--- src/rtl/polar_encoder_pipe_pkg.sv ---
// Shared constants and mask helpers for the pipelined polar encoder.
// A frozen mask is indexed [0:N-1] with position 0 as the leftmost bit of
// its literal. Widened into a mask_t, position j therefore sits at bit N-1-j.
package polar_encoder_pipe_pkg;

  localparam int MAX_N_LOG2 = 10;
  localparam int MAX_N      = 1 << MAX_N_LOG2;

  // Default code: N = 8, four information bits on positions 3, 5, 6 and 7.
  localparam int              DEF_N_LOG2      = 3;
  localparam int              DEF_N           = 1 << DEF_N_LOG2;
  localparam int              MESSAGE_LENGTH  = 4;
  localparam logic [0:DEF_N-1] DEF_FROZEN_MASK = 8'b1110_1000;

  typedef logic [MAX_N-1:0] mask_t;

  // True when position j of an n-bit mask is frozen.
  function automatic bit is_frozen(input mask_t mask, input int n, input int j);
    return mask[MAX_N_LOG2'(n - 1 - j)];
  endfunction

  // Number of information positions strictly below j.
  // For an information position this is the info bit index it receives.
  function automatic int zeros_before(input mask_t mask, input int n, input int j);
    int cnt = 0;
    for (int i = 0; i < j; i++) begin
      if (!is_frozen(mask, n, i)) cnt++;
    end
    return cnt;
  endfunction

  // Total number of information positions in an n-bit mask.
  function automatic int count_info(input mask_t mask, input int n);
    return zeros_before(mask, n, n);
  endfunction

endpackage

--- src/rtl/polar_butterfly_stage.sv ---
// One registered butterfly level of the polar transform.
// At distance D = 2^(STAGE-1) each pair (j, j+D) with bit D of j clear
// becomes (u[j] ^ u[j+D], u[j+D]). Natural order, no bit reversal.
module polar_butterfly_stage #(
  parameter int N     = 8,
  parameter int STAGE = 1
) (
  input  logic         clk,
  input  logic         rst,
  input  logic         en,
  input  logic         src_valid,
  input  logic [0:N-1] src,
  output logic         valid,
  output logic [0:N-1] data
);

  localparam int D = 1 << (STAGE - 1);

  logic [0:N-1] mixed;

  // j | D stays inside 0..N-1 because N is a power of two above D.
  for (genvar j = 0; j < N; j++) begin : g_bfly
    if ((j & D) == 0) begin : g_upper
      assign mixed[j] = src[j] ^ src[j | D];
    end else begin : g_lower
      assign mixed[j] = src[j];
    end
  end

  // Load the butterfly result when the pipeline advances, otherwise hold.
  always_ff @(posedge clk) begin
    // NOTE: non-blocking assignments so every stage samples its predecessor's pre-edge value.
    if (rst) begin
      valid <= 1'b0;
      // NOTE: data registers are reset as well so encoded_o reads 0 after reset, not X.
      data  <= '0;
    end else if (en) begin
      valid <= src_valid;
      data  <= mixed;
    end
  end

endmodule

--- src/rtl/polar_encoder_pipe.sv ---
// Pipelined polar encoder: maps K information bits onto the non-frozen
// positions of u, then computes x = u * F^(xn) over N_LOG2 registered
// butterfly levels. The whole pipeline advances together whenever the output
// register is empty or being drained, so bubbles are carried, not squeezed.
module polar_encoder_pipe
  import polar_encoder_pipe_pkg::*;
#(
  parameter int                        N_LOG2      = DEF_N_LOG2,
  parameter int                        K           = MESSAGE_LENGTH,
  parameter logic [0:(1<<N_LOG2)-1]    FROZEN_MASK = DEF_FROZEN_MASK,
  parameter int                        CNT_W       = 16
) (
  input  logic                     clk,
  input  logic                     rst,
  input  logic                     info_valid_i,
  output logic                     info_ready_o,
  input  logic [0:K-1]             info_i,
  output logic                     enc_valid_o,
  input  logic                     enc_ready_i,
  output logic [0:(1<<N_LOG2)-1]   encoded_o,
  output logic [CNT_W-1:0]         frame_cnt_o
);

  localparam int    N      = 1 << N_LOG2;
  localparam mask_t MASK_V = mask_t'(FROZEN_MASK);

  // Illegal parameter sets are rejected at elaboration.
  if (N_LOG2 < 1 || N_LOG2 > MAX_N_LOG2) begin : g_bad_n_log2
    $error("polar_encoder_pipe: N_LOG2 must be in 1..10");
  end
  if (K < 1 || K > N || count_info(MASK_V, N) != K) begin : g_bad_k
    $error("polar_encoder_pipe: FROZEN_MASK must contain exactly K zeros, 1 <= K <= N");
  end

  logic                    adv;
  logic [0:N-1]            mapped;
  logic                    s0_valid;
  logic [0:N-1]            s0_data;
  logic [N_LOG2:0]         chain_valid;
  logic [N_LOG2:0][0:N-1]  chain_data;

  assign adv          = !enc_valid_o || enc_ready_i;
  assign info_ready_o = adv;

  // Frozen positions are tied to 0; the k-th information position gets info_i[k].
  for (genvar j = 0; j < N; j++) begin : g_map
    if (is_frozen(MASK_V, N, j)) begin : g_frozen
      assign mapped[j] = 1'b0;
    end else begin : g_info
      assign mapped[j] = info_i[zeros_before(MASK_V, N, j)];
    end
  end

  // Stage 0 captures the mapped vector u; its valid follows info_valid_i.
  always_ff @(posedge clk) begin
    if (rst) begin
      s0_valid <= 1'b0;
      s0_data  <= '0;
    end else if (adv) begin
      s0_valid <= info_valid_i;
      s0_data  <= mapped;
    end
  end

  assign chain_valid[0] = s0_valid;
  assign chain_data[0]  = s0_data;

  for (genvar s = 1; s <= N_LOG2; s++) begin : g_stage
    polar_butterfly_stage #(
      .N     (N),
      .STAGE (s)
    ) u_stage (
      .clk       (clk),
      .rst       (rst),
      .en        (adv),
      .src_valid (chain_valid[s-1]),
      .src       (chain_data[s-1]),
      .valid     (chain_valid[s]),
      .data      (chain_data[s])
    );
  end

  assign enc_valid_o = chain_valid[N_LOG2];
  assign encoded_o   = chain_data[N_LOG2];

  // Count delivered frames; wraps naturally at 2^CNT_W.
  always_ff @(posedge clk) begin
    if (rst) begin
      frame_cnt_o <= '0;
    end else if (enc_valid_o && enc_ready_i) begin
      frame_cnt_o <= frame_cnt_o + 1'b1;
    end
  end

endmodule

--- config.mk ---
export PLATFORM = sky130hd
export DESIGN_NAME = polar_encoder_pipe
export DESIGN_NICKNAME = d
export VERILOG_FILES = /design/src/rtl/polar_encoder_pipe_pkg.sv /design/src/rtl/polar_butterfly_stage.sv /design/src/rtl/polar_encoder_pipe.sv
export SDC_FILE = /design/constraint.sdc
export NUM_CORES = 1
export LEC_CHECK = 0
export CELL_PAD_IN_SITES_DETAIL_PLACEMENT = 0
export CELL_PAD_IN_SITES_GLOBAL_PLACEMENT = 1
export CORE_UTILIZATION = 35
export CTS_BUF_LIST = sky130_fd_sc_hd__clkbuf_4 sky130_fd_sc_hd__clkbuf_8
export CTS_CLUSTER_DIAMETER = 40
export DETAILED_ROUTE_END_ITERATION = 8
export PLACE_DENSITY_LB_ADDON = 0.1
export SYNTH_ARGS = -nofsm -noshare
export SYNTH_HDL_FRONTEND = slang
export SYNTH_SLANG_ARGS = --single-unit
--- constraint.sdc ---
create_clock -name clk -period 1.7 [get_ports clk]
set_input_delay 0.34 -clock clk [delete_from_list [all_inputs] [get_ports clk]]
set_output_delay 0.34 -clock clk [all_outputs]
set_load 0.1 [all_outputs]
Word level (Yosys, flattened, before mapping)
Cells that the tools add are included.
{"block": "word_totals", "regBits": 42, "latch_bits": 0, "ramBits": 0, "mem_bits_ro": 0, "out_inout_bits": 26, "word_cells": 20, "memories": 0}
{"block": "op_classes", "add_sub_neg": 1, "n_mul": 0, "n_div": 0, "n_lt_le_gt_ge": 0, "n_eq_ne": 0, "shifts": 0, "muxes": 0, "bitwise": 7, "n_reduce_logical": 3}
{"op": "16-bit by 1-bit adder with 16-bit output (second input constant)", "n": 1}
{"op": "1-bit XOR", "n": 7}
{"op": "1-bit logical AND", "n": 1}
{"op": "1-bit logical NOT", "n": 1}
{"op": "1-bit logical OR", "n": 1}

Logic depth before layout (Yosys ltp)
Gate-level depths: netlist of run 1.
{"block": "depth", "depth_word": 2, "depth_mapped": 6, "depth_no_buf": 5}

Cells and area by module
A second synthesis of run 1 with hierarchy kept.
{"block": "hier_totals", "hier_cells": 201, "area_unflattened_um2": 2011.9}
{"mod": "polar_butterfly_stage", "n_inst": 3, "cells_each": 33, "area_each_um2": 351.6}
{"mod": "polar_encoder_pipe", "n_inst": 1, "cells_each": 102, "area_each_um2": 957.2}

Worst setup path after synthesis of run 1
Ideal clock, no wire load.
{"block": "synth_path", "path_kind": "reg2out", "from": "register g_stage[3].u_stage.valid", "to": "output port info_ready_o", "arrival_time_ps": 2247, "path_slack_ps": -887, "path_stages_with_launch": 5, "path_cell_list": "dfxtp_1 > nor2b_1 > buf_2 > inv_1 > clkbuf_1"}
{"block": "synth_via", "elab_chain_cells": 2}
{"item": "start: declaration", "line_no": "polar_butterfly_stage.sv:13", "source": "output logic valid,"}
{"item": "start signal: assignment", "line_no": "polar_butterfly_stage.sv:38", "source": "valid <= src_valid;"}
{"item": "1-bit logical NOT", "line_no": "polar_encoder_pipe.sv:42", "source": "assign adv = !enc_valid_o || enc_ready_i;"}
{"item": "1-bit logical OR", "line_no": "polar_encoder_pipe.sv:42"}
{"item": "end: declaration", "line_no": "polar_encoder_pipe.sv:16", "source": "output logic info_ready_o,"}
No other way between the ends.

Final worst setup path of run 1
{"block": "layout_path", "from": "register frame_cnt_o[7]", "to": "register frame_cnt_o[11]"}
{"block": "layout_via", "elab_chain_cells": 1}
{"item": "start: declaration", "line_no": "polar_encoder_pipe.sv:21", "source": "output logic [CNT_W-1:0] frame_cnt_o"}
{"item": "start signal: assignment", "line_no": "polar_encoder_pipe.sv:91", "source": "frame_cnt_o <= frame_cnt_o + 1'b1;"}
{"item": "16-bit by 1-bit adder with 16-bit output", "line_no": "polar_encoder_pipe.sv:91"}
No other way between the ends.
A chain may end at the register's enable or synchronous reset.

==> impl_metrics.toml, run 1 <==
[status]
run_status = "completed"

[synth]
ys_types = 27
mappedNetlistNets = 213
synth_cells = 204
syn-mean-instance-area_um2 = 8.409
synthesis.area_um2 = 1715
synth.yosys.warnings = 0
postSynthRegisterBits = 41
ys_seq_area_share_pct = 47.85

[place]
place_congestion = 0.7881
post-place-cells = 297
placed_cell_area_um2 = 2412
detailed_place_hpwl_mm = 2.579
io_buffers = 33

[cells_and_area]
layout.nets = 247
synthToLayoutAreaGrowth_pct = 48.72
n_antenna_cell = 0
final_area_um2 = 2551
finish.cell_count_without_fillers = 306
post_route_cells_drive_above_1_share_pct = 28.87
layout.cells.most_common = "sky130_fd_sc_hd__nand2_1"
most-common-layout-cells = "sky130_fd_sc_hd__nand2_1, sky130_fd_sc_hd__dfxtp_1, sky130_fd_sc_hd__buf_12"
final_core_utilization_pct = 54.01

[clock_tree]
clock_insertion_delay_worst_skew_ns = 0.28
ctsLongestPathBuffers = 2
tritoncts = "built"
clock_sinks = 41
cts-root-buf = "sky130_fd_sc_hd__clkbuf_8"
htree_num_levels = 2
cts_inserted_buffers = 5
clkSlewWorstSetupHoldPaths_ns = 0.07

[critical_path]
endpoint_kind = "flip-flop"
cp-endpoint = "frame_cnt_o[11]"
crit_path_max_fanout = 5
slack_of_the_worst_reg_to_reg_path_ns = 0.13
cp_num_cells = 4
timing.critical_path.cells = "nand4_2, or2_0, or4b_1, a21oi_1"
family_with_the_most_delay_on_the_worst_path = "simple AND/OR/NAND/NOR gates"
critPathRequiredTime_ns = 1.91
reg2regPathDepth = 4
worst_r2r_startpoint = "frame_cnt_o[7]"
crit_path_max_incr_delay_ns = 0.51
crit_buf_inv = 0
critical-path-slowest-cell = "sky130_fd_sc_hd__or4b_1"
critical_path.startpoint = "frame_cnt_o[7]"
cp_data_arrival_time_ns = 1.78
rr_endpoint = "frame_cnt_o[11]"
worst-setup-path-type = "flip-flop to flip-flop"
critical_path.startpoint_type = "flip-flop"

[drt]
vias = 1420
route.final.wire_length_mm = 3.463
dr.first_iter.drc_count = 56
average_routed_wire_per_standard_cell_um = 11.32
drc_errors = 0
route.detailed.vias_per_inst = 4.641
drt-pass1-iter-count = 4
drt.antenna.violating_nets = 0

[floorplan]
num_io_pins = 34
fp-row-count = 25
floorplan.initialDensity_pct = 36.32
core_region_area_um2 = 4723
dieArea_um2 = 5185
die-width_um = 72.01
fp.dieH_um = 72.01

[timing]
timing.clock.skew_ns = 0.003847
grt_setup_unrepaired = "false"
finalSetupViolCount = 0
whs_ns = 0.4580
worst_slew_margin_rel_pct = 75.91
fmax_mhz = 638.7
finalCritPeriodShare_pct = 92.09
final.min_clock_period_ns = 1.566
max_slew.worst_pin.slew_ns = 0.3602
report.final.slew_viol_count = 0
hold_violations = 0

[global_routing]
grt_pass1_vias = 1362
global_route_wire_length_before_repair_mm = 6.016
globalRouteMet1Util_pct = 15.58
grt_start_max_net_pins = 19
globalRoute.totalOverflow = 0
grt_busiest_layer = "met2"
met3_usage_pct = 4.306
grt_use_total_pct = 15.00
grt_antenna_before_repair = 0
grt_util_met2_pct = 27.99

[job]
drv_cap = 0

[hold_path]
holdCritPathClass = "flip-flop to flip-flop"

[power_and_ir_drop]
power.density_nw_per_um2 = 788.7
power.static_leakage_nw = 0.9284
peakVddDrop_v = 0.0005593
## repair_timing
action | CTS | global route
setup endpoints to repair | 1 | 2
setup buffers | 1 | 0
gates resized for setup | 2 | 2
hold endpoints to repair | 0 | 0
hold buffers | 0 | 0
## kinds of logic (layout without fill, tap and decap cells)
kind of cell    after synthesis  in the layout  synth area share, %
simple gates                 90             90                23.27
flops                        41             41                47.85
compound gates               29             29                9.701
buf+inv                      23             58                7.804
xor+xnor                     17             17                8.680
mux                           3              3                1.969
fa+ha+maj                     1              1               0.7293
## cell type report
cell class,instances,area [um2]
sequential,41,872.1
multi-input combinational,140,769.5
clock inverter,1,30.03
fill,447,2172
inverter,4,15.01
clock buffer,7,90.09
tap,67,83.83
timing repair buffer,46,690.7
## tightest hold or removal path, stage by stage, from the launching register on
cell	delay (ns)
sky130_fd_sc_hd__dfxtp_1	0.31
sky130_fd_sc_hd__nand2_1	0.05
sky130_fd_sc_hd__a21oi_1	0.05
## report_power, final
part / switching, W / internal [W] / leakage [nW] / total, W
Sequential: 0.0000268 / 0.000969 / 0.345 / 0.000996
Clock: 0.000316 / 0.000495 / 0.0619 / 0.000810
Combinational: 0.000121 / 0.0000847 / 0.521 / 0.000206
## stage by stage
stage | power [W] | worst slack, ns | setup TNS (ns)
final | 0.002012 | 0.1344 | 0
after global routing | 0.002103 | 0.01714 | 0
after detailed placement | 0.001226 | -0.1719 | -1.788
after CTS | 0.002042 | 0.009103 | 0
after floorplan | 0.001154 | 0.03851 | 0
after global placement | 0.001223 | -0.1159 | -1.213
## registers in the layout (all words and copies together) (netlist names)
register and cells:
frame_cnt_o 16, g_stage.u_stage.data 17, g_stage.u_stage.valid 3, s0_data 4
s0_valid 1
## synthesized netlist by cell type
master                            n  share of area (%)
sky130_fd_sc_hd__nand2_1         40                8.8
sky130_fd_sc_hd__o21ai_0          1               0.29
sky130_fd_sc_hd__or3_1            1               0.36
sky130_fd_sc_hd__a21oi_1         20                5.8
sky130_fd_sc_hd__buf_4            8                3.5
sky130_fd_sc_hd__o41ai_1          1               0.51
sky130_fd_sc_hd__clkbuf_1         6                1.3
sky130_fd_sc_hd__inv_1            4               0.88
sky130_fd_sc_hd__dfxtp_1         41                 48
sky130_fd_sc_hd__xnor2_1         15                7.7
sky130_fd_sc_hd__or4b_1           1               0.58
sky130_fd_sc_hd__or2_0            1               0.36
sky130_fd_sc_hd__buf_6            1               0.66
sky130_fd_sc_hd__xor2_1           2                1.0
sky130_fd_sc_hd__nand4_1          2               0.73
sky130_fd_sc_hd__nor2_1          24                5.3
sky130_fd_sc_hd__dlymetal6s2s_1   1               0.73
sky130_fd_sc_hd__mux2_2           3                2.0
sky130_fd_sc_hd__nor4_1           4                1.5
sky130_fd_sc_hd__buf_2            1               0.29
sky130_fd_sc_hd__buf_1            2               0.44
sky130_fd_sc_hd__a211oi_1         7                3.1
sky130_fd_sc_hd__nand4_2          1               0.73
sky130_fd_sc_hd__ha_1             1               0.73
sky130_fd_sc_hd__nor3_1           4                1.2
sky130_fd_sc_hd__nand3_1          7                2.0
sky130_fd_sc_hd__nor2b_1          5                1.8
## how the worst min path moves through the flow
stage	startpoint	endpoint	slack [ns]	cells past startpoint
final	s0_data[5]	g_stage[1].u_stage.data[4]	0.46	2
after global routing	s0_data[5]	s0_data[5]	0.48	2
after CTS	g_stage[2].u_stage.valid	g_stage[2].u_stage.valid	0.46	2
after detailed placement	g_stage[2].u_stage.valid	g_stage[2].u_stage.valid	0.45	2
after global placement	g_stage[2].u_stage.valid	g_stage[2].u_stage.valid	0.44	2
after floorplan	s0_data[3]	s0_data[3]	0.43	2
## metal layers
| layer | vias to the layer above | routed length [um] |
|---|---|---|
| met1 | 661 | 1472 |
| li1 | 732 | - |
| met3 | 5 | 118 |
| met2 | 22 | 1814 |
| met5 | - | 0 |
| met4 | 0 | 58 |
No activity file was read; power rests on OpenSTA's default activity.
==> run 2, diff against run 1 <==
--- a/config.mk
+++ b/config.mk
@@ -12,6 +12,7 @@
 export CTS_CLUSTER_DIAMETER = 40
 export DETAILED_ROUTE_END_ITERATION = 8
 export PLACE_DENSITY_LB_ADDON = 0.1
+export SLEW_MARGIN = 20
 export SYNTH_ARGS = -nofsm -noshare
 export SYNTH_HDL_FRONTEND = slang
 export SYNTH_SLANG_ARGS = --single-unit
==> results of run 2 <==
Final layout, timing and power as in run 1 (identical DEF).
==> run 3, diff against run 2 <==
--- a/config.mk
+++ b/config.mk
@@ -11,6 +11,7 @@
 export CTS_BUF_LIST = sky130_fd_sc_hd__clkbuf_4 sky130_fd_sc_hd__clkbuf_8
 export CTS_CLUSTER_DIAMETER = 40
 export DETAILED_ROUTE_END_ITERATION = 8
+export GPL_ROUTABILITY_DRIVEN = 0
 export PLACE_DENSITY_LB_ADDON = 0.1
 export SLEW_MARGIN = 20
 export SYNTH_ARGS = -nofsm -noshare
==> results of run 3 <==
Final layout, timing and power as in run 1 (identical DEF).
